[src/rtl/instr_fetch_unit_if.sv]
// Fetch-side bus bundle: instruction memory request/response plus the decode valid/ready stream.
interface instr_fetch_unit_if #(
  parameter int unsigned ADDR_W = 32,
  parameter int unsigned DATA_W = 32
);
  logic [ADDR_W-1:0] imem_addr;
  logic              imem_rd_en;
  logic [DATA_W-1:0] imem_data;
  logic              instr_valid;
  logic [DATA_W-1:0] instr;
  logic [ADDR_W-1:0] instr_pc;
  logic              instr_ready;

  modport master (
    output imem_addr, imem_rd_en, instr_valid, instr, instr_pc,
    input  imem_data, instr_ready
  );

  modport slave (
    input  imem_addr, imem_rd_en, instr_valid, instr, instr_pc,
    output imem_data, instr_ready
  );
endinterface

[src/rtl/instr_fetch_unit.sv]
// PC owner and fetch buffer: issue-to-instr_valid latency 2 cycles, one fetch per cycle;
// decode backpressure stops issue once buffered + in-flight fetches reach FIFO_DEPTH.
module instr_fetch_unit #(
  parameter int unsigned        ADDR_W     = 32,
  parameter int unsigned        DATA_W     = 32,
  parameter logic [ADDR_W-1:0]  RESET_PC   = '0,
  parameter logic [ADDR_W-1:0]  PC_STEP    = ADDR_W'(1),
  parameter int unsigned        FIFO_DEPTH = 4
) (
  input  logic               clk,
  input  logic               reset,
  input  logic               fetch_en,
  input  logic               redirect_valid,
  input  logic [ADDR_W-1:0]  redirect_pc,
  instr_fetch_unit_if.master bus
);
  localparam int unsigned PTR_W = $clog2(FIFO_DEPTH);
  localparam int unsigned CNT_W = $clog2(FIFO_DEPTH) + 1;

  typedef struct packed {
    logic [ADDR_W-1:0] pc;
    logic [DATA_W-1:0] instr;
  } entry_t;

  typedef enum logic {IDLE, RUN} state_t;

  state_t            state;
  logic [ADDR_W-1:0] pc;
  logic [ADDR_W-1:0] issued_pc;
  logic              inflight;

  entry_t            fifo_mem [FIFO_DEPTH];
  logic [PTR_W-1:0]  wr_ptr;
  logic [PTR_W-1:0]  rd_ptr;
  logic [CNT_W-1:0]  count;

  logic              has_credit;
  logic              issue;
  logic              push;
  logic              pop;
  logic              head_vld;
  entry_t            head;

  // The in-flight fetch already owns a slot, so it is charged against the credit.
  assign has_credit = (count + CNT_W'(inflight)) < CNT_W'(FIFO_DEPTH);
  assign issue      = ~reset & (state == RUN) & fetch_en & ~redirect_valid & has_credit;
  assign push       = ~reset & inflight & ~redirect_valid;
  assign head_vld   = ~reset & (count != '0);
  assign pop        = head_vld & bus.instr_ready & ~redirect_valid;
  assign head       = fifo_mem[rd_ptr];

  assign bus.imem_rd_en  = issue;
  assign bus.imem_addr   = reset ? RESET_PC : pc;
  assign bus.instr_valid = head_vld;
  assign bus.instr       = head_vld ? head.instr : '0;
  assign bus.instr_pc    = head_vld ? head.pc    : '0;

  always_ff @(posedge clk) begin
    if (reset) begin
      state     <= IDLE;
      pc        <= RESET_PC;
      issued_pc <= RESET_PC;
      inflight  <= 1'b0;
    end else begin
      case (state)
        IDLE:    if (fetch_en)  state <= RUN;
        RUN:     if (!fetch_en) state <= IDLE;
        default: state <= IDLE;
      endcase

      if (redirect_valid) begin
        pc <= redirect_pc;
      end else if (issue) begin
        pc <= pc + PC_STEP;
      end

      inflight <= issue;
      if (issue) begin
        issued_pc <= pc;
      end
    end
  end

  // Redirect flushes the buffer; a pop or capture in the same cycle is moot.
  always_ff @(posedge clk) begin
    if (reset || redirect_valid) begin
      wr_ptr <= '0;
      rd_ptr <= '0;
      count  <= '0;
    end else begin
      if (push) wr_ptr <= wr_ptr + PTR_W'(1);
      if (pop)  rd_ptr <= rd_ptr + PTR_W'(1);
      case ({push, pop})
        2'b10:   count <= count + CNT_W'(1);
        2'b01:   count <= count - CNT_W'(1);
        default: count <= count;
      endcase
    end
  end

  always_ff @(posedge clk) begin
    if (push) begin
      fifo_mem[wr_ptr] <= '{pc: issued_pc, instr: bus.imem_data};
    end
  end
endmodule

[src/flat_wrapper.sv]
// flat-port wrapper written by rule: the top's interface ports become plain ports
module instr_fetch_unit_flat 
#(
  parameter int unsigned        ADDR_W     = 32,
  parameter int unsigned        DATA_W     = 32,
  parameter logic [ADDR_W-1:0]  RESET_PC   = '0,
  parameter logic [ADDR_W-1:0]  PC_STEP    = ADDR_W'(1),
  parameter int unsigned        FIFO_DEPTH = 4
)
  (clk, reset, fetch_en, redirect_valid, redirect_pc, bus_imem_addr, bus_imem_rd_en, bus_instr_valid, bus_instr, bus_instr_pc, bus_imem_data, bus_instr_ready);
  instr_fetch_unit_if #(.ADDR_W(ADDR_W), .DATA_W(DATA_W)) bus_i ();
  input  logic clk;
  input  logic reset;
  input  logic fetch_en;
  input  logic redirect_valid;
  input  logic [ADDR_W-1:0] redirect_pc;
  output wire logic [$bits(bus_i.imem_addr)-1:0] bus_imem_addr;
  output wire logic [$bits(bus_i.imem_rd_en)-1:0] bus_imem_rd_en;
  output wire logic [$bits(bus_i.instr_valid)-1:0] bus_instr_valid;
  output wire logic [$bits(bus_i.instr)-1:0] bus_instr;
  output wire logic [$bits(bus_i.instr_pc)-1:0] bus_instr_pc;
  input wire logic [$bits(bus_i.imem_data)-1:0] bus_imem_data;
  input wire logic [$bits(bus_i.instr_ready)-1:0] bus_instr_ready;
  assign bus_imem_addr = bus_i.imem_addr;
  assign bus_imem_rd_en = bus_i.imem_rd_en;
  assign bus_instr_valid = bus_i.instr_valid;
  assign bus_instr = bus_i.instr;
  assign bus_instr_pc = bus_i.instr_pc;
  assign bus_i.imem_data = bus_imem_data;
  assign bus_i.instr_ready = bus_instr_ready;
  instr_fetch_unit #(.ADDR_W(ADDR_W), .DATA_W(DATA_W), .RESET_PC(RESET_PC), .PC_STEP(PC_STEP), .FIFO_DEPTH(FIFO_DEPTH)) u_core (.clk(clk), .reset(reset), .fetch_en(fetch_en), .redirect_valid(redirect_valid), .redirect_pc(redirect_pc), .bus(bus_i));
endmodule
[config.mk]
export PLATFORM = sky130hd
export DESIGN_NAME = instr_fetch_unit_flat
export DESIGN_NICKNAME = d
export VERILOG_FILES = /design/src/rtl/instr_fetch_unit_if.sv /design/src/rtl/instr_fetch_unit.sv /design/src/flat_wrapper.sv
export SDC_FILE = /design/constraint.sdc
export NUM_CORES = 1
export LEC_CHECK = 0
export ABC_AREA = 0
export BUFFER_PORTS_ARGS = -buffer_cell sky130_fd_sc_hd__buf_2
export CORE_MARGIN = 2
export CORE_UTILIZATION = 45
export DETAILED_ROUTE_END_ITERATION = 10
export SYNTH_ARGS = -nofsm -noshare
export SYNTH_HDL_FRONTEND = slang
export SYNTH_SLANG_ARGS = --single-unit
[constraint.sdc]
create_clock -name clk -period 3.1 [get_ports clk]
set_input_delay 0.155 -clock clk [delete_from_list [all_inputs] [get_ports clk]]
set_output_delay 0.155 -clock clk [all_outputs]
set_load 0.02 [all_outputs]
Word level (Yosys, flattened, before mapping). Memory sizes are Yosys's and may differ from the RTL's. A register that Yosys moved wholly into a read port is not among the register bits. Cells that the tools add are included.

Add/subtract/negate cells: 6. $lt $le $gt $ge: 1. Equal/unequal tests: 2. Mux-type cells: 11. Bitwise gates (word level): 11. Reduce and logical (&&, ||, !) cells: 4.

Operator list (number): $mux 32 (5); $add 32x1->32 const B (1); $and 1x1->1 (9); $pmux 3 s2 (1); $add 2x1->2 const B (2); $mux 2 (2); $reduce_bool 2->1 (2); $add 3x1->3 (1); $add 3x1->3 const B (1); $lt 3x3->1 const B (1); $mux 1 (3); $reduce_bool 3->1 (1); $sub 3x1->3 const B (1); $eq 2x1->1 const B (1); $eq 2x2->1 const B (1); $not 1->1 (2); $logic_or 1x1->1 (1).

Register bits after elaboration: 73. RAM bits: 256. Bits of input ports: 69. Output and inout port bits: 98. Memories kept: 1.

Memory list: u_core.fifo_mem (depth 4, width 64, read ports 1, clocked after memory_dff 1, write ports 1, line instr_fetch_unit.sv:32) `entry_t fifo_mem [FIFO_DEPTH];`.

Longest topological paths before layout.
Word-level depth: 7. Depth in mapped cells: 11. Gate-level depth less buffers: 10.

Least setup slack after synthesis. OpenSTA, ideal clock, no wires.

Path kind: in2reg. Start point: input reset. End point: memory u_core.fifo_mem[0][0] in the netlist's numbering (enable). Setup time: 0.429 ns. Data arrival time: 2.180 ns. Required time: 2.671 ns. Path slack: 0.491 ns. Stages on the path: 3. Buffers on the path: 1. Cells stage by stage: clkbuf_1 -> nor2_1 -> and3_1.

Word-level cells in the longest chain between the ends: 5.

RTL lines: start: declaration (line flat_wrapper.sv:13) `input logic reset;`; $not 1->1 (line instr_fetch_unit.sv:47) `assign push = ~reset & inflight & ~redirect_valid;`; $and 1x1->1 (2 in series) (line instr_fetch_unit.sv:47); $mux 1 (line instr_fetch_unit.sv:102) `if (push) begin`; $mux 1 (implied by the code) (line instr_fetch_unit.sv:103) `fifo_mem[wr_ptr] <= '{pc: issued_pc, instr: bus.imem_data};`; end: declaration (line instr_fetch_unit.sv:32).

Every way passes these cells.

Worst setup path in the final report.
Start point: register u_core.inflight. End point: output bus_imem_rd_en.

Word-level cells in the longest chain between the ends: 3.

RTL lines: start: declaration (line instr_fetch_unit.sv:30) `logic inflight;`; start signal: assignment (line instr_fetch_unit.sv:77) `inflight <= issue;`; $add 3x1->3 (line instr_fetch_unit.sv:45) `assign has_credit = (count + CNT_W'(inflight)) < CNT_W'(FIFO_DEPTH);`; $lt 3x3->1 (line instr_fetch_unit.sv:45); $and 1x1->1 (line instr_fetch_unit.sv:46) `assign issue = ~reset & (state == RUN) & fetch_en & ~redirect_valid & has_credit;`; end: declaration (line flat_wrapper.sv:18) `output wire logic [$bits(bus_i.imem_rd_en)-1:0] bus_imem_rd_en;`.

Every way passes these cells.

==> metrics.md <==
| Metric | Value |
|---|---|
| Clock Sinks | around 330 |
| Fillers | 2348 |
| Reg area | 9200 um2 |
| CP peak stage delay | between 0.5 and 0.6 ns |
| Net Sw Power | roughly 0.0018 W |
| CP bufs+invs | 3 |
| Async S/R FF share, synth | 0% |
| Initial antenna violation count | 0 |
| Slew @ Worst Pin | around 0.94 ns |
| WHS | 0.0547 ns |
| Die X | approximately 180 um |
| Slew Limit Fails | 0 |
| ANT nets after route | 0 |
| Clock group share of total power | 43.5% |
| CTS root buf | clkbuf_16 |
| Crit Path Max Fanout | 17 |
| Placeable Area | about 29000 um2 |
| CTS Buf Count | 35 |
| GRT Overall Usage | between 10% and 20% |
| Relative slew slack | 37.3% |
| Post-layout util | 56.7% |
| Worst Hold Class | input pin to flop |
| Critical path class | flop to primary output |
| # port buffers | roughly 170 |
| Routed WL per cell | approximately 19 um |
| WP data required | 2.94 ns |
| Sequential Power Share | 53.0% |
| Yosys warns | 0 |
| Final setup margin | a little over 0.5 ns |
| Critical path's top delay family | buffers and inverters |
| Final-report setup violation count | 0 |
| Top_reg_cell synth | edfxtp_1 |
| Vias per cell | roughly 5.3 |
| Worst vdd ir | 0.000276 V |
| Area of the multi-input gates | roughly 3900 um2 |
| Vias in the first global route | 8074 |
| Post-layout min period | ~2.6 ns |
| Largest net degree at the start of global routing | 93 |
| Total chip power | 0.00913 W |
| Postcts setup bufs | 0 |
| CP cell instances | and4_1, o21a_1, nand2_1, inv_1, buf_4, buf_2 |
| Comb power frac | about 3.5% |
| DR vias | between 7k and 8k |
| Grt ovf | 0 |
| Post-layout nets | 1181 |
| FF+latch count, synth | about 330 |
| Arr. time, crit path | around 2.4 ns |
| DRT Wirelength | between 20 and 30 mm |
| Residual DRC count | 0 |
| First-pass GRT wire length | approximately 45 mm |
| First-iteration detailed-routing DRC count | roughly 570 |
| GP Congestion | slightly above 0.8 |
| Mapped Area | between 10000 and 15000 um2 |
| Seq/Total Area, Yosys | just under 70% |
| Syn Inst Count | slightly below 900 |
| Post-synthesis net count | 952 |
| Crit end category | primary output |
| Worst skew pair latency | around 0.50 ns |
| Leakage | approximately 5.4 nW |
| Share of cells above drive strength 1 | 27.3% |
| Setup TNS | 0 ns |
| Cell Int Power | 0.00730 W |
| Number of synthesized flops with an enable pin | approximately 260 |
| Pre-CTS setup slack | around 0.61 ns |
| Outcome | finished clean |
| CTS tree | yes |
| Synthesized area per cell | approximately 15 um2 |
| Max cap viols | 0 |
| Clock Pin Slew Worst Setup and Hold Paths | ~0.06 ns |
| DP HPWL | ~17 mm |
| Startpoint types | flop |
| RSZ-0062 raised after global routing | no |
| Initial Utilization | about 46% |
| F_max | slightly below 400 MHz |
| PD cells | around 560 nW/um2 |
| Synth-to-layout area growth | 23.2% |
| Diodes inserted | 0 |
| CTS H-tree depth | 2 |
| # IOs | around 170 |
| Clk_skew | between 0.01 and 0.015 ns |
| Final-report hold violation count | 0 |
| Max Root-Sink Buffers | 3 |
| First-pass iteration count of the detailed router | 5 |
| Die area | between 30000 and 40000 um2 |
| Tcrit/Tclk final | roughly 84% |
| Slowest CP cell | dfxtp_1 |
| Net Sw Frac | 20.1% |
| Die Y | ~180 um |
| Post-synth cell types | 43 |
| Rows | 62 |
## power groups by stage
stage               Sequential [W]  Clock [W]  Combinational [W]
floorplan                  0.00491          0           0.000147
global placement           0.00493          0           0.000250
detailed placement         0.00493          0           0.000250
CTS                        0.00483    0.00409           0.000314
global route               0.00484    0.00425           0.000344
finish                     0.00484    0.00397           0.000316
## tightest hold or removal path: cells and delay by family
kind	cells	cell delay, ns
AND/OR/NAND/NOR	2	0.18
buffers and inverters	1	0.12
XOR/XNOR	1	0.06
## cells by family (layout without fill, tap and decap cells)
| logic type | count (synthesis) | in the layout | synth area share, % |
|---|---|---|---|
| buffers and inverters | 68 | 323 | 2.03 |
| AND/OR/NAND/NOR | 300 | 300 | 11.8 |
| adder cells (fa/ha/maj) | 7 | 7 | 0.716 |
| XOR/XNOR | 18 | 18 | 1.19 |
| AO/OA/AOI/OAI | 87 | 87 | 4.24 |
| flip-flops | 331 | 331 | 69.1 |
| multiplexers | 65 | 65 | 10.9 |
## cell usage after synthesis, drive strengths merged, types with 3 or more instances
cell     instances  area share, %
a2111oi          3           0.20
a211oi          15           0.85
a21oi           37            1.4
a311oi          12           0.79
and2            66            3.1
and3            10           0.47
and4             6           0.40
buf             12           0.45
clkbuf          43            1.2
dfxtp           75             11
edfxtp         256             58
ha               6           0.56
inv             13           0.37
mux4            64             11
nand2           82            2.3
nand3           17           0.64
nand4           12           0.56
nor2            42            1.2
nor2b           33            1.6
nor3             8           0.30
nor4             3           0.14
o21ai           11           0.44
o31ai            4           0.23
or3             10           0.47
or4              6           0.34
xnor2            9           0.59
xor2             9           0.59
## flip-flops by register name, summed over array words and instances, names as in the netlist, named ones only
name,cells
u_core.fifo_mem,256
u_core.state,1
u_core.issued_pc,32
u_core.rd_ptr,2
u_core.inflight,1
u_core.pc,32
u_core.count,3
u_core.wr_ptr,2
## repair_timing
action / 4_1_cts / 5_1_grt
hold buffers: 64 / 0
hold endpoints to repair: 163 / 0
gates resized for setup: 0 / 0
## layout make-up
| class | instances | area share (%) |
|---|---|---|
| Sequential cell | 331 | 56.2 |
| Inverter | 13 | 0.298 |
| Multi-Input combinational cell | 477 | 23.6 |
| Clock inverter | 13 | 0.573 |
| Timing Repair Buffer | 247 | 10.2 |
| Tap cell | 384 | 2.94 |
| Clock buffer | 50 | 6.20 |
## cells in the final DEF, fill, tap and decap left out, types with 12 or more instances in the layout
cell / n
nor2b_1: 33
nand2_1: 82
nor2_1: 41
edfxtp_1: 256
inv_1: 12
a21oi_1: 37
nand4_1: 12
a311oi_1: 12
dfxtp_1: 73
buf_2: 165
buf_4: 12
clkbuf_16: 37
mux4_2: 64
dlygate4sd3_1: 64
a211oi_1: 15
and2_1: 66
nand3_1: 17
## path summary, 6_finish.rpt
| path | startpoint | to | slack (ns) | cells past startpoint |
|---|---|---|---|---|
| worst min-delay path | bus_instr_ready | u_core.rd_ptr[1]$_SDFFE_PP0P_ | 0.05 | 4 |
| worst min register to register | u_core.issued_pc[24]$_SDFFE_PP0P_ | u_core.issued_pc[24]$_SDFFE_PP0P_ | 0.50 | 2 |
| worst max register to register | u_core.inflight$_SDFF_PP0_ | u_core.pc[26]$_SDFFE_PP0P_ | 0.56 | 5 |
| worst max-delay path | u_core.inflight$_SDFF_PP0_ | bus_imem_rd_en | 0.51 | 6 |
## metal layers
layer | part of all wire [%] | vias up | global-route usage, %
met2 | 47 | 233 | 30.4
met3 | 5.0 | 27 | 3.29
li1 | - | 3779 | -
met4 | 1.4 | 0 | 4.82
met5 | 0 | - | 0
met1 | 47 | 3921 | 26.8
## per-stage QoR
stage | area, um2 | std cells
6_report | 16400 | 1515
4_1_cts | 16400 | 1515
3_3_place_gp | 14600 | 1388
2_1_floorplan | 13300 | 876
3_5_place_dp | 14600 | 1388
5_1_grt | 16400 | 1515
(Power assumes the default switching activity.)
